[config.mk]
export PLATFORM = sky130hd
export DESIGN_NAME = datapath_rf
export DESIGN_NICKNAME = d
export VERILOG_FILES = /design/src/rtl/datapath_pkg.sv /design/src/rtl/datapath_rf_alu.sv /design/src/rtl/datapath_rf.sv
export SDC_FILE = /design/constraint.sdc
export NUM_CORES = 1
export LEC_CHECK = 0
export ABC_AREA = 1
export BUFFER_PORTS_ARGS = -buffer_cell sky130_fd_sc_hd__buf_2
export CAP_MARGIN = 20
export CORE_MARGIN = 3
export CORE_UTILIZATION = 25
export DETAILED_ROUTE_END_ITERATION = 6
export GPL_TIMING_DRIVEN = 0
export PLACE_DENSITY = 0.43
export SYNTH_ARGS = -nofsm -noshare
export SYNTH_HDL_FRONTEND = slang
export SYNTH_SLANG_ARGS = --single-unit
[constraint.sdc]
create_clock -name clk -period 3.76 [get_ports clk]
set_input_delay 0.188 -clock clk [delete_from_list [all_inputs] [get_ports clk]]
set_output_delay 0.188 -clock clk [all_outputs]
set_load 0.1 [all_outputs]
[src/rtl/datapath_pkg.sv]
// Shared constants for the register-file datapath.
// ALU function codes, default widths and the register-address width helper.
package datapath_pkg;

  localparam logic [1:0] FN_ADD = 2'b00;
  localparam logic [1:0] FN_SUB = 2'b01;
  localparam logic [1:0] FN_AND = 2'b10;
  localparam logic [1:0] FN_OR  = 2'b11;

  localparam int DEF_W    = 16;
  localparam int DEF_NREG = 4;

  function automatic int aw_of(input int n);
    return (n < 2) ? 1 : $clog2(n);
  endfunction

endpackage

[src/rtl/datapath_rf_alu.sv]
// Shared ALU, evaluated one bit wider than the data path.
// The top bit of the wide result becomes the N flag (carry/borrow).
module datapath_rf_alu
  import datapath_pkg::*;
#(
  parameter int WA = DEF_W + 1
) (
  input  logic [1:0]    fn,
  input  logic [WA-1:0] a,
  input  logic [WA-1:0] b,
  output logic [WA-2:0] y,
  output logic          n,
  output logic          z
);

  logic [WA-1:0] r;

  always_comb begin
    r = '0;
    unique case (fn)
      FN_ADD:  r = a + b;
      FN_SUB:  r = a - b;
      FN_AND:  r = a & b;
      FN_OR:   r = a | b;
      default: r = '0;
    endcase
  end

  assign y = r[WA-2:0];
  assign n = r[WA-1];
  assign z = (r[WA-2:0] == '0);

endmodule

[src/rtl/datapath_rf.sv]
// Register file plus shared ALU behind valid/ready command and result streams.
// Two stages: operand latch (S1), then execute/writeback into the result register.
module datapath_rf
  import datapath_pkg::*;
#(
  parameter int W    = DEF_W,
  parameter int NREG = DEF_NREG,
  localparam int AW  = aw_of(NREG)
) (
  input  logic          clk,
  input  logic          reset,
  input  logic          cmd_valid,
  output logic          cmd_ready,
  input  logic          cmd_ld,
  input  logic [1:0]    cmd_fn,
  input  logic          cmd_wen,
  input  logic [AW-1:0] cmd_dst,
  input  logic [AW-1:0] cmd_sa,
  input  logic [AW-1:0] cmd_sb,
  input  logic [W-1:0]  cmd_imm,
  output logic          res_valid,
  input  logic          res_ready,
  output logic [W-1:0]  res_data,
  output logic          res_n,
  output logic          res_z
);

  logic [W-1:0]  rf [NREG];

  logic          s1_valid;
  logic [W-1:0]  s1_a;
  logic [W-1:0]  s1_b;
  logic          s1_ld;
  logic [1:0]    s1_fn;
  logic          s1_wen;
  logic [AW-1:0] s1_dst;

  logic          adv;
  logic          acc;
  logic [W-1:0]  alu_y;
  logic          alu_n;
  logic          alu_z;
  logic [W-1:0]  ex_data;
  logic          ex_n;
  logic          ex_z;
  logic          fwd_a;
  logic          fwd_b;
  logic [W-1:0]  op_a;
  logic [W-1:0]  op_b;

  assign adv       = s1_valid & (~res_valid | res_ready);
  assign cmd_ready = ~s1_valid | adv;
  assign acc       = cmd_valid & cmd_ready;

  datapath_rf_alu #(.WA(W + 1)) u_alu (
    .fn (s1_fn),
    .a  ({1'b0, s1_a}),
    .b  ({1'b0, s1_b}),
    .y  (alu_y),
    .n  (alu_n),
    .z  (alu_z)
  );

  // Loads carry their immediate in the A slot.
  assign ex_data = s1_ld ? s1_a : alu_y;
  assign ex_n    = s1_ld ? 1'b0 : alu_n;
  assign ex_z    = s1_ld ? (s1_a == '0) : alu_z;

  assign fwd_a = adv & s1_wen & (s1_dst == cmd_sa);
  assign fwd_b = adv & s1_wen & (s1_dst == cmd_sb);

  always_comb begin
    op_a = fwd_a ? ex_data : rf[cmd_sa];
    op_b = fwd_b ? ex_data : rf[cmd_sb];
    if (cmd_ld) begin
      op_a = cmd_imm;
      op_b = '0;
    end
  end

  always_ff @(posedge clk or posedge reset) begin
    if (reset) begin
      for (int i = 0; i < NREG; i++) rf[i] <= '0;
    end else if (adv && s1_wen) begin
      rf[s1_dst] <= ex_data;
    end
  end

  always_ff @(posedge clk or posedge reset) begin
    if (reset) begin
      s1_valid <= 1'b0;
      s1_a     <= '0;
      s1_b     <= '0;
      s1_ld    <= 1'b0;
      s1_fn    <= FN_ADD;
      s1_wen   <= 1'b0;
      s1_dst   <= '0;
    end else if (acc) begin
      s1_valid <= 1'b1;
      s1_a     <= op_a;
      s1_b     <= op_b;
      s1_ld    <= cmd_ld;
      s1_fn    <= cmd_fn;
      s1_wen   <= cmd_wen;
      s1_dst   <= cmd_dst;
    end else if (adv) begin
      s1_valid <= 1'b0;
    end
  end

  always_ff @(posedge clk or posedge reset) begin
    if (reset) begin
      res_valid <= 1'b0;
      res_data  <= '0;
      res_n     <= 1'b0;
      res_z     <= 1'b0;
    end else if (adv) begin
      res_valid <= 1'b1;
      res_data  <= ex_data;
      res_n     <= ex_n;
      res_z     <= ex_z;
    end else if (res_ready) begin
      res_valid <= 1'b0;
    end
  end

endmodule
==> flow_summary.rst <==
.. list-table::
   :header-rows: 1

   * - Metric
     - Value
   * - Maximum clock frequency
     - 291.4 MHz
   * - Relative slew slack
     - 0.3193
   * - Critical-path cell with the highest stage delay
     - dfrtp_1
   * - Buffer cell driving the clock tree root
     - clkbuf_16
   * - Area share of the leading cell type in the synthesized netlist
     - 0.3912
   * - Area overhead of the layout relative to synthesis
     - 22.17%
   * - Async set or reset register ratio after synthesis
     - 1.000
   * - Share of post-route cells with drive strength above 1
     - 0.1291
   * - Most used flip-flop cell after synthesis
     - dfrtp_1
   * - Number of setup violations in the final report
     - 0
   * - Highest routed metal layer
     - met5
   * - Worst Skew
     - 0.01105 ns
   * - Area used by multi-input combinational logic
     - 4233 µm²
   * - Cell seen most often among critical-path stages
     - nand2_1
   * - Number of pins exceeding their max-slew limit in the final report
     - 0
   * - X dimension of the die
     - 182.7 µm
   * - Wire length on met3
     - 1307 µm
   * - Main combinational cell family by area after synthesis
     - simple AND/OR/NAND/NOR gates
   * - Setup Slack @ Placement
     - -0.4607 ns
   * - Synthesized-area fraction occupied by adder cells
     - 0.03302
   * - Placed Cells incl. Taps
     - 1554
   * - Net count reported at finish
     - 1246
   * - Worst voltage drop across the vdd grid
     - 0.3387 mV
   * - GRT Residual Overflow
     - 0
   * - Worst hold slack across all endpoints
     - 0.02338 ns
   * - Clock tree from TritonCTS
     - done
   * - Number of DRC violations after detailed routing
     - 0
   * - Number of clock sinks
     - 122
   * - Met2 wirelength from detailed routing
     - 14750 µm
   * - Power density of the placed cells
     - 858.2 nW/µm²
   * - Clock buffer count from CTS
     - 17
   * - Number of top-level pins
     - 50
   * - First-pass GRT wire length
     - 47120 µm
   * - Static leakage
     - 4.431 nW
   * - CTS H-Tree Depth
     - 4
   * - Count of cells along the worst register-to-register path
     - 21
   * - Arrival time at the worst endpoint
     - 3.71 ns
   * - Startpoint class of the critical path
     - flop
   * - Total nets after synthesis
     - 1160
   * - Number of distinct library cells after synthesis
     - 40
   * - Cell count after synthesis
     - 1110
   * - Clock latency at the later pin of the worst-skew pair
     - 0.43 ns
   * - Synth area leader
     - dfrtp_1
   * - Post-synthesis share of cell area spent on xor and xnor gates
     - 0.02020
   * - Maximum single-stage delay on the critical path
     - 0.40 ns
   * - CTS Buffer Depth
     - 2
   * - End of the worst register-to-register path
     - rf[45]
   * - Cell area after synthesis
     - 7805 µm²
   * - Portion of the post-synthesis area used by sequential elements
     - 0.3912
   * - Initial DRT Pass Iterations
     - 7
   * - Total routed wire length on the met1 layer
     - 13730 µm
   * - Worst setup EP type
     - flop
   * - Setup WS post-layout
     - 0.3280 ns
   * - CP Max Fanout
     - 5
   * - Total wire length after detailed routing
     - 30570 µm
   * - Vertical extent of the die
     - 182.7 µm
   * - Worst path cell trace
     - inv_2 -> ha_2 -> nand3_1 -> nor3_2 -> nand3_2 -> nor3_4 -> nand2_1 -> nand2_1 -> xor2_1 -> ha_2 -> nand2_2 -> nor2_1 -> inv_1 -> o21a_1 -> nand2_1 -> nand2_1 -> nand3_1 -> nand2_2 -> o21ai_4 -> buf_12 -> o21ai_0
   * - # fillers
     - 3387
   * - Number of I/O port buffers
     - 45
   * - Fraction of the mapped netlist area in simple logic gates
     - 0.2599
   * - Fraction of synthesized area in multiplexers
     - 0
   * - Yosys synthesis warning count
     - 0
   * - Top library cells by usage in the layout, fill and taps aside
     - nand2_1 (293), o21ai_0 (157), dfrtp_1 (120), inv_1 (114), nand3_1 (80)
   * - Final hold viol count
     - 0
   * - Top cells by area, synth
     - dfrtp_1 (39%), nand2_1 (14%), o21ai_0 (10%)
   * - Setup TNS
     - 0 ns
   * - Worst Min Path Start
     - cmd_imm[0]
   * - Hold-critical path endpoint
     - s1_a[0]
   * - Worst path top cell family by delay
     - simple AND/OR/NAND/NOR gates
   * - Total number of placement rows
     - 64
   * - Post-Synthesis Mean Instance Area
     - 7.032 µm²
   * - Post-synth EDFFs
     - 0
   * - Leading cell type in the layout, fill and taps excluded
     - nand2_1
   * - Antenna Diode Count
     - 0
   * - CORE AREA
     - 30670 µm²
   * - Largest net degree at the start of global routing
     - 76
   * - Routed WL per cell
     - 19.06 µm
   * - Starting density of the core
     - 0.2545
   * - Yosys reg bits
     - 122
   * - Final cell count without fillers
     - 1604
   * - Via count normalized by instance count
     - 4.917
   * - Die ar.
     - 33380 µm²
   * - Count of max-cap constraint violations
     - 0
   * - Actual transition at the worst max-transition pin
     - 1.021 ns
   * - DR vias
     - 7887
   * - Portion of the clock cycle consumed by the worst path in the final layout
     - 0.9128
   * - Clock transition time at the flip-flop clock pins of the worst setup and hold paths
     - 0.06 ns
   * - Gp weighted congestion
     - 0.8694
   * - Number of buffer and inverter instances along the worst setup path
     - 3
   * - Register-to-register setup slack
     - 0.33 ns
   * - Type of the setup path with the least slack
     - flop to flop
   * - Sequential Area
     - 3055 µm²
   * - Minimum clock period
     - 3.432 ns
   * - Number of antenna violations at the first check in global routing
     - 0
   * - Count of routing violations after the opening detailed-route iteration
     - 652
   * - Run status
     - finished, final reports clean
   * - Endpoint required time on the critical path
     - 4.04 ns
   * - R2R Path Start
     - s1_b[0]
   * - Compound-Gate Fraction of Synth Area
     - 0.2081
   * - Tightest Hold Check Type
     - input pin to flop
   * - Estimated wirelength of the detail-placed design
     - 23260 µm
   * - Hold Path Cell Cnt
     - 3
   * - Global Route Usage Sum
     - 0.1848
   * - Number of global-route vias before repair
     - 7774
   * - Number of nets with antenna violations after routing
     - 0
==> registers in the layout, indices dropped and copies added (netlist names) <==
signal     flops
s1_ld          1
res_valid      1
res_data      16
s1_fn          2
s1_a          16
res_n          1
s1_b          16
rf            64
s1_wen         1
res_z          1
s1_dst         2
s1_valid       1
==> per-layer routing <==
metal | GRT usage | up-vias
met3 | 0.02671 | 44
li1 | - | 3858
met5 | 0.01778 | -
met2 | 0.3142 | 221
met1 | 0.2432 | 3762
met4 | 0.05210 | 2
==> cell type report <==
class	count	area share
clock inverter	12	0.01824
tap	396	0.05196
timing repair buffer	67	0.04658
clock buffer	19	0.04645
buffer	55	0.02349
inverter	123	0.04894
sequential	122	0.3204
multi-input combinational	810	0.4439
==> synthesized netlist by cell type (3+ instances only) <==
cell,count
o21ai_2,11
nand3_1,82
a32o_1,4
inv_2,3
buf_1,5
o221ai_1,14
a32oi_1,3
o22ai_1,4
inv_1,118
nand3b_1,3
nand2_1,299
nor3_1,12
xnor2_1,4
a21oi_1,50
ha_1,19
o21ai_0,157
nor2_1,74
nand4_1,8
buf_2,4
dfrtp_1,122
a31oi_1,12
xor2_1,14
clkbuf_1,44
o211ai_1,14
o21ai_1,8
==> what timing repair did <==
action | 4_1_cts | 5_1_grt
endpoints found under the setup margin | 81 | 70
setup buffers | 0 | 15
hold buffers | 3 | 0
endpoints found under the hold margin | 49 | 0
pin swaps | 0 | 16
gates resized for setup | 9 | 35
==> stage by stage <==
stage / power (W) / area (µm²) / util
4_1_cts: 0.007934 / 9270 / 0.3023
3_5_place_dp: 0.006120 / 8571 / 0.2795
6_report: 0.008183 / 9535 / 0.3109
3_3_place_gp: 0.006089 / 8526 / 0.2780
2_1_floorplan: 0.005015 / 7805 / -
5_1_grt: 0.008833 / 9535 / 0.3109
==> cell families (layout without fill, tap and decap cells) <==
| kind of cell | after synthesis | in the layout |
|---|---|---|
| AND/OR/NAND/NOR | 489 | 489 |
| AO/OA/AOI/OAI | 283 | 283 |
| buffers and inverters | 178 | 276 |
| flip-flops | 122 | 122 |
| adder cells (fa/ha/maj) | 20 | 20 |
| XOR/XNOR | 18 | 18 |
==> power by group <==
group | switching, W | internal, W | total, W
registers | 0.000434 | 0.00181 | 0.00225
logic | 0.00291 | 0.00127 | 0.00418
clock network | 0.000633 | 0.00112 | 0.00175
==> worst min-delay path: cells and delay by family <==
family / cells / cell delay (ns)
AND/OR/NAND/NOR: 1 / 0.07
AO/OA/AOI/OAI: 1 / 0.06
buffers and inverters: 1 / 0.09
==> worst max path at each step <==
stage	from	endpoint	slack [ns]	depth (start not counted)
floorplan	reset	res_data[0]	0.33	1
global placement	reset	s1_fn[1]	-1.53	2
detailed placement	s1_fn[0]	s1_b[5]	-0.46	18
CTS	s1_fn[0]	s1_b[12]	0.01	20
global route	s1_b[0]	rf[46]	-0.01	23
finish	s1_b[0]	rf[45]	0.33	21
No activity file was read; power rests on OpenSTA's default activity.
